`src/rtl/ines_pkg.sv`:
```
// ines_pkg: shared definitions for the iNES cartridge image loader.
//   state_t       - loader FSM states
//   INES_MAGIC    - "NES\x1A" signature expected in header bytes 0..3
//   OFF_*         - byte offsets of the header fields the loader uses
//   *_LEN, *_SIZE - trainer length and PRG/CHR bank sizes in bytes
//   magic_byte()  - signature byte expected at header index 0..3
package ines_pkg;

  typedef enum logic [2:0] {
    ST_HDR,
    ST_TRAINER,
    ST_PRG,
    ST_CHR,
    ST_DONE,
    ST_ERR
  } state_t;

  localparam logic [31:0] INES_MAGIC = 32'h4E45531A;

  localparam logic [3:0] OFF_PRG_BANKS = 4'd4;
  localparam logic [3:0] OFF_CHR_BANKS = 4'd5;
  localparam logic [3:0] OFF_FLAGS6    = 4'd6;
  localparam logic [3:0] OFF_FLAGS7    = 4'd7;
  localparam logic [3:0] OFF_LAST      = 4'd15;

  localparam int unsigned TRAINER_LEN   = 512;
  localparam int unsigned PRG_BANK_SIZE = 16384;
  localparam int unsigned CHR_BANK_SIZE = 8192;

  function automatic logic [7:0] magic_byte(input logic [1:0] idx);
    logic [7:0] b;
    case (idx)
      2'd0:    b = INES_MAGIC[31:24];
      2'd1:    b = INES_MAGIC[23:16];
      2'd2:    b = INES_MAGIC[15:8];
      default: b = INES_MAGIC[7:0];
    endcase
    return b;
  endfunction

endpackage

```
`src/rtl/ines_loader.sv`:
```
// ines_loader: parses an iNES image arriving as a valid/ready byte stream and
// writes its PRG and CHR payload into the cartridge memories.
//   clk_cpu, rst              - single clock, synchronous active-high reset
//   s_data/s_valid/s_ready    - incoming iNES byte stream
//   prg_we/chr_we/wr_addr/wr_data - one-cycle write strobes into PRG or CHR memory
//   mapper, prg_banks, chr_banks, chr_ram, mirroring, battery - decoded header
//   done, error               - sticky load-complete / bad-image flags
//   cart_rst                  - holds the cartridge in reset until the load is done
// Requires 14 <= PRG_ROM_DEPTH and CHR_ROM_DEPTH <= PRG_ROM_DEPTH.
module ines_loader
  import ines_pkg::*;
#(
  parameter int PRG_ROM_DEPTH = 17,
  parameter int CHR_ROM_DEPTH = 13
) (
  input  logic                     clk_cpu,
  input  logic                     rst,
  input  logic [7:0]               s_data,
  input  logic                     s_valid,
  output logic                     s_ready,
  output logic                     prg_we,
  output logic                     chr_we,
  output logic [PRG_ROM_DEPTH-1:0] wr_addr,
  output logic [7:0]               wr_data,
  output logic [7:0]               mapper,
  output logic [7:0]               prg_banks,
  output logic [7:0]               chr_banks,
  output logic                     chr_ram,
  output logic                     mirroring,
  output logic                     battery,
  output logic                     done,
  output logic                     error,
  output logic                     cart_rst
);

  // One extra bit so a full-capacity end count is representable.
  localparam int          CW      = PRG_ROM_DEPTH + 1;
  localparam logic [31:0] PRG_CAP = 32'd1 << PRG_ROM_DEPTH;
  localparam logic [31:0] CHR_CAP = 32'd1 << CHR_ROM_DEPTH;

  state_t        state;
  logic [3:0]    hdr_idx;
  logic [CW-1:0] cnt;
  logic          magic_ok;
  logic          trainer;

  logic          accept;
  logic          magic_hit;
  logic          hdr_bad;
  logic [31:0]   prg_bytes;
  logic [31:0]   chr_bytes;
  logic [CW-1:0] prg_last_idx;
  logic [CW-1:0] chr_last_idx;
  logic [CW-1:0] trn_last_idx;

  assign accept       = s_valid && s_ready;
  assign magic_hit    = (s_data == magic_byte(hdr_idx[1:0]));
  assign prg_bytes    = 32'(prg_banks) * PRG_BANK_SIZE;
  assign chr_bytes    = 32'(chr_banks) * CHR_BANK_SIZE;
  assign prg_last_idx = CW'(prg_bytes - 32'd1);
  assign chr_last_idx = CW'(chr_bytes - 32'd1);
  assign trn_last_idx = CW'(TRAINER_LEN - 32'd1);

  // Evaluated while the 16th header byte is accepted; every field it looks at
  // was latched by an earlier byte.
  assign hdr_bad = !magic_ok || (prg_banks == 8'd0) ||
                   (prg_bytes > PRG_CAP) || (chr_bytes > CHR_CAP);

  always_ff @(posedge clk_cpu) begin
    if (rst) begin
      state     <= ST_HDR;
      hdr_idx   <= '0;
      cnt       <= '0;
      magic_ok  <= 1'b1;
      trainer   <= 1'b0;
      s_ready   <= 1'b1;
      prg_we    <= 1'b0;
      chr_we    <= 1'b0;
      wr_addr   <= '0;
      wr_data   <= '0;
      mapper    <= '0;
      prg_banks <= '0;
      chr_banks <= '0;
      chr_ram   <= 1'b0;
      mirroring <= 1'b0;
      battery   <= 1'b0;
      done      <= 1'b0;
      error     <= 1'b0;
      cart_rst  <= 1'b1;
    end else begin
      prg_we   <= 1'b0;
      chr_we   <= 1'b0;
      // Follows done one cycle late.
      cart_rst <= !done;
      case (state)
        ST_HDR: begin
          if (accept) begin
            hdr_idx <= hdr_idx + 4'd1;
            if ((hdr_idx[3:2] == 2'b00) && !magic_hit) magic_ok <= 1'b0;
            case (hdr_idx)
              OFF_PRG_BANKS: prg_banks <= s_data;
              OFF_CHR_BANKS: begin
                chr_banks <= s_data;
                chr_ram   <= (s_data == 8'd0);
              end
              OFF_FLAGS6: begin
                mirroring   <= s_data[0];
                battery     <= s_data[1];
                trainer     <= s_data[2];
                mapper[3:0] <= s_data[7:4];
              end
              OFF_FLAGS7: mapper[7:4] <= s_data[7:4];
              default: ;
            endcase
            if (hdr_idx == OFF_LAST) begin
              cnt <= '0;
              if (hdr_bad) begin
                state   <= ST_ERR;
                error   <= 1'b1;
                s_ready <= 1'b0;
              end else if (trainer) begin
                state <= ST_TRAINER;
              end else begin
                state <= ST_PRG;
              end
            end
          end
        end
        ST_TRAINER: begin
          if (accept) begin
            if (cnt == trn_last_idx) begin
              cnt   <= '0;
              state <= ST_PRG;
            end else begin
              cnt <= cnt + 1'b1;
            end
          end
        end
        ST_PRG: begin
          if (accept) begin
            prg_we  <= 1'b1;
            wr_addr <= cnt[PRG_ROM_DEPTH-1:0];
            wr_data <= s_data;
            if (cnt == prg_last_idx) begin
              cnt <= '0;
              if (chr_banks != 8'd0) begin
                state <= ST_CHR;
              end else begin
                state   <= ST_DONE;
                done    <= 1'b1;
                s_ready <= 1'b0;
              end
            end else begin
              cnt <= cnt + 1'b1;
            end
          end
        end
        ST_CHR: begin
          if (accept) begin
            chr_we  <= 1'b1;
            wr_addr <= cnt[PRG_ROM_DEPTH-1:0];
            wr_data <= s_data;
            if (cnt == chr_last_idx) begin
              cnt     <= '0;
              state   <= ST_DONE;
              done    <= 1'b1;
              s_ready <= 1'b0;
            end else begin
              cnt <= cnt + 1'b1;
            end
          end
        end
        default: ;
      endcase
    end
  end

endmodule

```
`config.mk`:
```
export PLATFORM = sky130hd
export DESIGN_NAME = ines_loader
export DESIGN_NICKNAME = d
export VERILOG_FILES = /design/src/rtl/ines_pkg.sv /design/src/rtl/ines_loader.sv
export SDC_FILE = /design/constraint.sdc
export NUM_CORES = 1
export LEC_CHECK = 0
export ABC_CLOCK_PERIOD_IN_PS = 6300
export CELL_PAD_IN_SITES_DETAIL_PLACEMENT = 1
export CELL_PAD_IN_SITES_GLOBAL_PLACEMENT = 1
export CORE_MARGIN = 3
export CORE_UTILIZATION = 52
export CTS_BUF_LIST = sky130_fd_sc_hd__clkbuf_8
export CTS_CLUSTER_DIAMETER = 50
export DETAILED_ROUTE_END_ITERATION = 7
export DONT_BUFFER_PORTS = 1
export PLACE_DENSITY_LB_ADDON = 0.1
export SKIP_CTS_REPAIR_TIMING = 1
export SLEW_MARGIN = 20
export SYNTH_ARGS = -nofsm -noshare
export SYNTH_HDL_FRONTEND = slang
export SYNTH_SLANG_ARGS = --single-unit
```
`constraint.sdc`:
```
create_clock -name clk_cpu -period 6.3 [get_ports clk_cpu]
set_input_delay 1.26 -clock clk_cpu [delete_from_list [all_inputs] [get_ports clk_cpu]]
set_output_delay 1.26 -clock clk_cpu [all_outputs]
set_load 0.005 [all_outputs]
```
==> run metrics, run 1 <==
status=complete, no violations; Buf/Inv on CP=0; Reg2Reg Depth=7; gpl congestion=0.815; Syn Inst Count=467; Mapped Area=3770 sq um; diode count=0; Routed WL=9960 um; top cells by area, synth=dfxtp_1, nand2_1, a21oi_1; Switching Share=22.0%; fill count=856; CP Capture Type=flop; maximum vdd drop=119 uV; per-cell routed wire length=17.9 um; Clock Pin Slew Worst Setup and Hold Paths=0.08 ns; leading area contributor after synthesis=dfxtp_1; initial antenna violation count=0; HPWL Detailed=6870 um; Max-slew headroom=37.4%; port buffer count=0; Global Route met1 Usage=28.2%; Netlist cell types=44; max-cap viol count=0; Die X=91.1 um; class of the worst hold path=flop to flop; post-route ant nets=0; syn avg cell area=8.07 sq um; FF+latch count, synth=85; core area=6910 sq um; number of buffers on the longest clock path=2; Max Slew Vio Count=0; Main synth FF type=dfxtp_1; pin count of the biggest net entering global routing=67; combinational power share=3.1%; part of the cycle the worst path needs=46.7%; Int Power=794 uW; Largest delay share family, worst path=compound AO/OA/AOI/OAI gates; post-synthesis net count=486; Hold EP=cart_rst$_SDFF_PP1_; final setup vio count=0; worst slew pin tran=0.935 ns; share of the yosys chip area belonging to registers=45.2%; die area=8300 sq um; Die Y=91.1 um; most common cell in the netlist=nand2_1; unrepaired setup endpoints after global routing=no; Setup WS post-layout=3.36 ns; layout net count=473; layout cells sized above 1=5.88%; worst hold start=done$_SDFFE_PP0P_; Synth top cells by count=nand2_1, dfxtp_1, a21oi_1, nand3_1, nor2_1; first-pass GRT wire length=16,400 um; crit path kind=flop to flop; fmax=340 MHz; Core Rows=30; clk_lat worst skew=0.36 ns; Global Route Usage Sum=24.5%; Largest stage delay, worst path=0.68 ns; critical register-to-register path startpoint=hdr_idx[0]$_SDFFE_PP0P_; drc violations=0; clock sinks=85; CP Launch Type=flop; pre-CTS setup slack=3.15 ns; Crit Reg-Reg Endpoint=cnt[14]$_SDFFE_PP0P_; most utilized layer in the global route result=met2; EDFF count, synth=0; clock root cell=clkbuf_8; top-area cell type share of the netlist area=45.2%; Initial Util=54.5%; sequential share of power=53.2%; DR pass1 iterations=4; setup TNS=0 ns; Synth async-reset ratio=0%; CTS tree=done; hold depth=1; first-iteration detailed-routing DRC count=148; Clock Power Share=43.7%; sw power=224 uW; cell area power density=253 nW/um^2; vias in the first global route=3,308; register area=1700 sq um; DR vias=3,212; Leak Pwr=1.32 nW; H-tree depth=3; Final Hold Vio Count=0; Reg2Reg Setup Slack=3.36 ns; overflow left after global routing=0; Critical Path Fanout Max=18; minimum clock period after layout=2.94 ns; final core occ=58.2%; area grow syn2layout=6.78%; met2 usage=43.5%; CP arrival=3.15 ns; Layout Skew=0.0134 ns; Num CTS Buffers=9; Req. time, crit path=6.51 ns; worst hold margin=0.440 ns; area occupied by multi-input gates=1910 sq um; warnings from Yosys=0; GRT met3 Usage=5.39%; critical path's slowest cell=o21ai_2; Cell Chain, Critical Path=ha_1 > nand3_2 > a211oi_4 > o31a_1 > o311ai_4 > o21ai_2 > nor2_1; Via density=5.79; IO Count=69
metrics by stage:
stage / instances / power, mW / cell area (sq um)
after floorplan: 467 / 0.586 / 3770
after global placement: 539 / 0.584 / 3780
after detailed placement: 539 / 0.585 / 3780
after CTS: 555 / 1.03 / 4020
after global routing: 555 / 1.05 / 4020
final: 555 / 1.02 / 4020
layout by cell type, fill, tap and decap left out, types with 2 or more instances in the layout:
cell and instances:
a21o_1 3, a21oi_1 59, a31oi_1 3, and3_1 4
and4_1 2, buf_4 2, bufinv_16 2, clkbuf_8 11
clkinvlp_4 3, dfxtp_1 85, ha_1 8, inv_1 10
nand2_1 102, nand3_1 40, nand3_2 2, nand4_1 7
nor2_1 36, nor2b_1 3, nor3_1 11, nor4_1 4
nor4_2 2, o21ai_0 5, or4_1 3, xnor2_1 15
xor2_1 18
area by class of cell:
cell class | instances | area share [%]
clock inverter | 5 | 2.05
sequential | 85 | 42.3
timing repair buffer | 2 | 0.373
inverter | 10 | 0.933
tap | 96 | 2.99
multi-input combinational | 346 | 47.6
clock buffer | 11 | 3.76
metal layers:
metal  routed length (um)  vias to the layer above
met5                    0                        -
met4                  219                        0
met3                  464                       20
met2                 5130                       72
met1                 4150                     1559
li1                     -                     1561
power by group through the flow:
stage,combinational [mW],clock [mW],sequential [mW]
after floorplan,0.0319,0,0.554
after global placement,0.0295,0,0.554
after detailed placement,0.0309,0,0.555
after CTS,0.0313,0.453,0.542
after global routing,0.0356,0.470,0.543
final,0.0312,0.445,0.542
worst register-to-register path, cell delays in order, from the launching register on:
cell	delay [ns]
dfxtp_1	0.44
ha_1	0.47
nand3_2	0.17
a211oi_4	0.52
o31a_1	0.27
o311ai_4	0.14
o21ai_2	0.68
nor2_1	0.13
sequential cells by signal, indices dropped and copies added, names as in the netlist, 3 cells and up:
| signal | flops |
|---|---|
| mapper | 8 |
| cnt | 18 |
| prg_banks | 8 |
| state | 3 |
| wr_data | 8 |
| hdr_idx | 4 |
| chr_banks | 8 |
| wr_addr | 17 |
logic make-up after synthesis:
| family | Yosys count | share of synthesized area, % |
|---|---|---|
| AOI/OAI and AO/OA | 82 | 13.2 |
| xor gates and xnor gates | 33 | 7.67 |
| adders and majority gates | 8 | 2.66 |
| buffers and inverters | 36 | 4.15 |
| DFF | 85 | 45.2 |
| muxes | 1 | 0.266 |
| and+or+nand+nor | 222 | 26.9 |
worst max path at each step:
stage | from | end | slack (ns) | cells after the start
floorplan | s_valid | s_ready$_SDFFE_PP1P_ | 3.54 | 6
global placement | s_valid | cnt[5]$_SDFFE_PP0P_ | 3.24 | 6
detailed placement | s_valid | cnt[8]$_SDFFE_PP0P_ | 3.15 | 6
CTS | hdr_idx[0]$_SDFFE_PP0P_ | cnt[14]$_SDFFE_PP0P_ | 3.35 | 7
global route | hdr_idx[0]$_SDFFE_PP0P_ | cnt[9]$_SDFFE_PP0P_ | 3.08 | 7
finish | hdr_idx[0]$_SDFFE_PP0P_ | cnt[14]$_SDFFE_PP0P_ | 3.36 | 7
Note: power is estimated with default switching activity, not from simulation.
==> run 2, diff against run 1 <==
--- a/config.mk
+++ b/config.mk
@@ -5,11 +5,11 @@
 export SDC_FILE = /design/constraint.sdc
 export NUM_CORES = 1
 export LEC_CHECK = 0
-export ABC_CLOCK_PERIOD_IN_PS = 6300
+export ABC_CLOCK_PERIOD_IN_PS = 2960
 export CELL_PAD_IN_SITES_DETAIL_PLACEMENT = 1
 export CELL_PAD_IN_SITES_GLOBAL_PLACEMENT = 1
 export CORE_MARGIN = 3
-export CORE_UTILIZATION = 52
+export CORE_UTILIZATION = 48
 export CTS_BUF_LIST = sky130_fd_sc_hd__clkbuf_8
 export CTS_CLUSTER_DIAMETER = 50
 export DETAILED_ROUTE_END_ITERATION = 7
==> constraint.sdc (replaced) <==
create_clock -name clk_cpu -period 2.96 [get_ports clk_cpu]
set_input_delay 0.592 -clock clk_cpu [delete_from_list [all_inputs] [get_ports clk_cpu]]
set_output_delay 0.592 -clock clk_cpu [all_outputs]
set_load 0.005 [all_outputs]
==> run metrics, run 2 (same netlist as run 1, synthesis figures left out) <==
DR vias=3,242 (was 3,212); critical register-to-register path startpoint=chr_banks[0]$_SDFFE_PP0P_ (was hdr_idx[0]$_SDFFE_PP0P_); vias in the first global route=3,393 (was 3,308); Req. time, crit path=3.21 ns (was 6.51 ns); status=complete, no violations (unchanged); clk_lat worst skew=0.36 ns (about the same); number of buffers on the longest clock path=2 (unchanged); Cell Chain, Critical Path=inv_1 > ha_1 > nor2b_1 > or3_1 > a31oi_1 > a31oi_1 > or2_1 > o32a_1 (was ha_1 > nand3_2 > a211oi_4 > o31a_1 > o311ai_4 > o21ai_2 > nor2_1); commonest cells after routing, fill and taps aside=nand2_1, dfxtp_1, a21oi_1 (unchanged); fmax=405 MHz (was 340 MHz); worst slew pin tran=0.776 ns (was 0.935 ns); CP Launch Type=flop (unchanged); Routed WL=10,300 um (was 9960 um); clock sinks=85 (unchanged); worst hold start=rst (was done$_SDFFE_PP0P_); commonest non-fill, non-tap cell in the layout=nand2_1 (unchanged); Initial Util=50.6% (was 54.5%); Reg2Reg Setup Slack=0.49 ns (was 3.36 ns); unrepaired setup endpoints after global routing=no (unchanged); Core Rows=31 (was 30); Crit Reg-Reg Endpoint=s_ready$_SDFFE_PP1P_ (was cnt[14]$_SDFFE_PP0P_); clock root cell=clkbuf_8 (unchanged); Num CTS Buffers=9 (unchanged); Via density=5.75 (was 5.79); final setup vio count=0 (unchanged); cell area power density=522 nW/um^2 (was 253 nW/um^2); core area=7450 sq um (was 6910 sq um); Hold EP=wr_addr[7]$_SDFFE_PP0P_ (was cart_rst$_SDFF_PP1_); gpl congestion=0.860 (was 0.815); DR pass1 iterations=4 (unchanged); Critical Path Fanout Max=7 (was 18); per-cell routed wire length=18.2 um (was 17.9 um); drc violations=0 (unchanged); Largest stage delay, worst path=0.46 ns (was 0.68 ns); most frequent CP cell=a31oi_1; diode count=0 (unchanged); crit path kind=flop to flop (unchanged); Final Hold Vio Count=0 (unchanged); Layout Skew=0.0111 ns (was 0.0134 ns); area grow syn2layout=7.54% (was 6.78%); setup TNS=0 ns (unchanged); initial antenna violation count=0 (unchanged); first-pass GRT wire length=17,100 um (was 16,400 um); class of the worst hold path=primary input to flop (was flop to flop); part of the cycle the worst path needs=83.4% (was 46.7%); CTS tree=done (unchanged); register name with the most flops=cnt (unchanged); CP arrival=2.72 ns (was 3.15 ns); Buf/Inv on CP=1 (was 0); Max Slew Vio Count=0 (unchanged); pin count of the biggest net entering global routing=67 (unchanged); Die X=94.6 um (was 91.1 um); Post-DP Area=3830 sq um (was 3780 sq um); port buffer count=0 (unchanged); critical path's slowest cell=dfxtp_1 (was o21ai_2); overflow left after global routing=0 (unchanged); IO Count=69 (unchanged); Clock Pin Slew Worst Setup and Hold Paths=0.09 ns (was 0.08 ns); Regs by FF count=cnt (18), wr_addr (17) (unchanged); maximum vdd drop=254 uV (was 119 uV); layout net count=479 (was 473); Max-slew headroom=47.8% (was 37.4%); max-cap viol count=0 (unchanged); max reg flops=18 (unchanged); die area=8950 sq um (was 8300 sq um); Leak Pwr=1.36 nW (was 1.32 nW); Die Y=94.6 um (was 91.1 um); Finished Cell Area=4050 sq um (was 4020 sq um); post-route ant nets=0 (unchanged); HPWL Detailed=7210 um (was 6870 um); hold depth=1 (unchanged); minimum clock period after layout=2.47 ns (was 2.94 ns); first-iteration detailed-routing DRC count=109 (was 148); layout cells sized above 1=6.88% (was 5.88%); Reg2Reg Depth=8 (was 7); Largest delay share family, worst path=simple AND/OR/NAND/NOR gates (was compound AO/OA/AOI/OAI gates); CP Capture Type=flop (unchanged); H-tree depth=3 (unchanged); Global Route Usage Sum=24.5% (about the same)
## run 2: area by class of cell
cell class,count,area [sq um]
clock buffer,11,151
clock inverter,5,67.6
tap,99,124
fill,944,3400
inverter,10,37.5
sequential,85,1700
multi-input combinational,346,1910
timing repair buffer,8,60.1
## run 2: power by group
part / leakage [nW] / internal [mW] / switching, mW
clock network: 0.112 / 0.447 / 0.444
logic: 0.559 / 0.0240 / 0.0445
registers: 0.685 / 1.15 / 0.00644
total: 1.36 / 1.62 / 0.495
## run 2: metrics by stage
stage	setup slack [ns]	util (%)	total power [mW]	hold slack (ns)	instances
final	0.490	54.4	2.11	0.294	564
after global routing	0.338	54.4	2.19	0.276	564
after floorplan	0.738	-	1.25	0.388	467
after detailed placement	0.518	51.5	1.25	0.422	548
after global placement	0.607	51.5	1.25	0.419	548
after CTS	0.494	54.4	2.13	0.281	564
## run 2: how the worst max path moves through the flow
| stage | startpoint | end | slack [ns] | cells after the start |
|---|---|---|---|---|
| 2_1_floorplan | chr_banks[0]$_SDFFE_PP0P_ | s_ready$_SDFFE_PP1P_ | 0.74 | 8 |
| 3_3_place_gp | chr_banks[0]$_SDFFE_PP0P_ | s_ready$_SDFFE_PP1P_ | 0.61 | 8 |
| 3_5_place_dp | chr_banks[0]$_SDFFE_PP0P_ | s_ready$_SDFFE_PP1P_ | 0.52 | 8 |
| 4_1_cts | chr_banks[0]$_SDFFE_PP0P_ | s_ready$_SDFFE_PP1P_ | 0.49 | 8 |
| 5_1_grt | chr_banks[0]$_SDFFE_PP0P_ | s_ready$_SDFFE_PP1P_ | 0.34 | 8 |
| 6_report | chr_banks[0]$_SDFFE_PP0P_ | s_ready$_SDFFE_PP1P_ | 0.49 | 8 |
## run 2: routing by layer
| layer | vias up | part of all wire [%] | track usage (%) |
|---|---|---|---|
| met2 | 75 | 49 | 41.8 |
| met5 | - | 0 | 0 |
| li1 | 1576 | - | - |
| met3 | 17 | 5.7 | 5.98 |
| met1 | 1574 | 44 | 30.0 |
| met4 | 0 | 1.9 | 8.89 |
## run 2: worst reg2reg max path: stages (launching register included)
cell	delay, ns
dfxtp_1	0.46
inv_1	0.07
ha_1	0.27
nor2b_1	0.15
or3_1	0.35
a31oi_1	0.23
a31oi_1	0.21
or2_1	0.28
o32a_1	0.33
==> run 3, diff against run 2 <==
--- a/config.mk
+++ b/config.mk
@@ -5,7 +5,7 @@
 export SDC_FILE = /design/constraint.sdc
 export NUM_CORES = 1
 export LEC_CHECK = 0
-export ABC_CLOCK_PERIOD_IN_PS = 2960
+export ABC_CLOCK_PERIOD_IN_PS = 2300
 export CELL_PAD_IN_SITES_DETAIL_PLACEMENT = 1
 export CELL_PAD_IN_SITES_GLOBAL_PLACEMENT = 1
 export CORE_MARGIN = 3
==> constraint.sdc (replaced) <==
create_clock -name clk_cpu -period 2.3 [get_ports clk_cpu]
set_input_delay 0.46 -clock clk_cpu [delete_from_list [all_inputs] [get_ports clk_cpu]]
set_output_delay 0.46 -clock clk_cpu [all_outputs]
set_load 0.005 [all_outputs]
==> run metrics, run 3 (same netlist as run 1, synthesis figures left out) <==
status=complete, no violations (unchanged); non-filler cells in the finished layout=581 (was 564); Max Slew Vio Count=0 (unchanged); Max-slew headroom=68.0% (was 47.8%); wl on met1=4520 um (was 4490 um); overflow left after global routing=0 (unchanged); HPWL Detailed=7550 um (was 7210 um); maximum vdd drop=403 uV (was 254 uV); area grow syn2layout=11.1% (was 7.54%); Overall Power=2.66 mW (was 2.11 mW); crit path kind=flop to flop (unchanged); pin count of the biggest net entering global routing=67 (unchanged); final core occ=56.2% (was 54.4%); Switching Share=24.2% (was 23.4%); Clock Power Share=40.8% (was 42.2%); commonest cells after routing, fill and taps aside=nand2_1, dfxtp_1, a21oi_1 (unchanged); Clock Pin Slew Worst Setup and Hold Paths=0.09 ns (about the same); CP Launch Type=flop (unchanged); die area=8950 sq um (unchanged); drc violations=0 (unchanged); max layer used=met4 (unchanged); post-route ant nets=0 (unchanged); Regs by FF count=cnt (18), wr_addr (17) (unchanged); first-pass GRT wire length=17,400 um (was 17,100 um); Req. time, crit path=2.56 ns (was 3.21 ns); Num CTS Buffers=9 (unchanged); Die X=94.6 um (unchanged); Leak Pwr=1.44 nW (was 1.36 nW); Finished Cell Area=4190 sq um (was 4050 sq um); Setup WS post-layout=0.0497 ns (was 0.490 ns); Initial Util=50.6% (unchanged); Layout Skew=0.00588 ns (was 0.0111 ns); max-cap viol count=0 (unchanged); unrepaired setup endpoints after global routing=yes (was no); first-iteration detailed-routing DRC count=137 (was 109); CP Capture Type=flop (unchanged); diode count=0 (unchanged); Post-DP Area=3970 sq um (was 3830 sq um); DR vias=3,330 (was 3,242); cell area power density=637 nW/um^2 (was 522 nW/um^2); setup TNS=0 ns (unchanged); Largest delay share family, worst path=simple AND/OR/NAND/NOR gates (unchanged); port buffer count=0 (unchanged); sw power=644 uW (was 495 uW); Cell Chain, Critical Path=inv_1 > ha_1 > xnor2_1 > xnor2_1 > nor4_2 > o311ai_4 > or2_1 > o32a_1 (was inv_1 > ha_1 > nor2b_1 > or3_1 > a31oi_1 > a31oi_1 > or2_1 > o32a_1); DR pass1 iterations=4 (unchanged); Buf/Inv on CP=1 (unchanged); pre-CTS setup slack=0.0689 ns (was 0.518 ns); Critical Path Fanout Max=5 (was 7); register name with the most flops=cnt (unchanged); sequential share of power=55.6% (was 54.6%); critical path's slowest cell=nor4_2 (was dfxtp_1); Via density=5.73 (was 5.75); class of the worst hold path=primary input to flop (unchanged); IO Count=69 (unchanged); vias in the first global route=3,380 (was 3,393); max reg flops=18 (unchanged); clock sinks=85 (unchanged); Core Rows=31 (unchanged); layout cells sized above 1=10.8% (was 6.88%); commonest non-fill, non-tap cell in the layout=nand2_1 (unchanged); fill count=952 (was 944); Routed WL=10,600 um (was 10,300 um); combinational power share=3.6% (was 3.2%); initial antenna violation count=0 (unchanged); Final Hold Vio Count=0 (unchanged); fmax=444 MHz (was 405 MHz); minimum clock period after layout=2.25 ns (was 2.47 ns); Die Y=94.6 um (unchanged); core area=7450 sq um (unchanged); met3 routed WL=566 um (was 582 um); CP arrival=2.51 ns (was 2.72 ns); Largest stage delay, worst path=0.47 ns (was 0.46 ns); per-cell routed wire length=18.2 um (about the same); clk_lat worst skew=0.36 ns (about the same); most frequent CP cell=xnor2_1 (was a31oi_1); part of the cycle the worst path needs=97.8% (was 83.4%); cell total after placement=565 (was 548); layout net count=496 (was 479); number of buffers on the longest clock path=2 (unchanged); Global Route Usage Sum=24.8% (was 24.5%); Int Power=2.02 mW (was 1.62 mW); H-tree depth=3 (unchanged); clock root cell=clkbuf_8 (unchanged); met2 routed WL=5300 um (was 5000 um); worst hold margin=0.157 ns (was 0.294 ns); CTS tree=done (unchanged); gpl congestion=0.828 (was 0.860); final setup vio count=0 (unchanged); worst slew pin tran=0.476 ns (was 0.776 ns)
==> run 3: cell count changes in the layout (fill, tap and decap cells not counted), sizes merged <==
| cell | delta |
|---|---|
| buf | +17 |
| clkbuf | -2 |
| inv | +1 |
| clkinvlp | +1 |
==> run 3: final timing paths <==
| check | from | to | slack [ns] | depth (start not counted) |
|---|---|---|---|---|
| max | prg_banks[0]$_SDFFE_PP0P_ | s_ready$_SDFFE_PP1P_ | 0.05 | 8 |
| min | rst | wr_addr[7]$_SDFFE_PP0P_ | 0.16 | 1 |
| max reg2reg | prg_banks[0]$_SDFFE_PP0P_ | s_ready$_SDFFE_PP1P_ | 0.05 | 8 |
| min reg2reg | done$_SDFFE_PP0P_ | cart_rst$_SDFF_PP1_ | 0.43 | 1 |
==> run 3: layer usage <==
layer | global-route usage, % | vias up
li1 | - | 1617
met1 | 29.5 | 1624
met2 | 42.5 | 76
met3 | 6.61 | 13
met4 | 9.74 | 0
met5 | 0 | -
==> run 3: power by group through the flow <==
stage                     clock network [mW]  logic [mW]  registers [mW]
after floorplan                            0      0.0874            1.52
after global placement                     0      0.0920            1.52
after detailed placement                   0      0.0959            1.52
after CTS                               1.10      0.0963            1.48
after global routing                    1.17       0.107            1.48
final                                   1.09      0.0956            1.48
==> run 3: area by class of cell <==
type / count / area, sq um / area share [%]
flip-flops and latches: 85 / 1700 / 40.7
repair buffers: 25 / 200 / 4.78
clock buffers: 9 / 124 / 2.96
multi-input cells: 346 / 1920 / 46.0
clock inverters: 7 / 73.8 / 1.76
well taps: 99 / 124 / 2.96
inverters: 10 / 37.5 / 0.897
==> run 3: worst register-to-register path, delay by kind of cell, from the launching register on <==
family	cells	cell delay (ns)
AO/OA/AOI/OAI	2	0.49
XOR/XNOR	2	0.28
adder cells (fa/ha/maj)	1	0.22
buffers and inverters	1	0.05
flip-flops	1	0.34
AND/OR/NAND/NOR	2	0.77
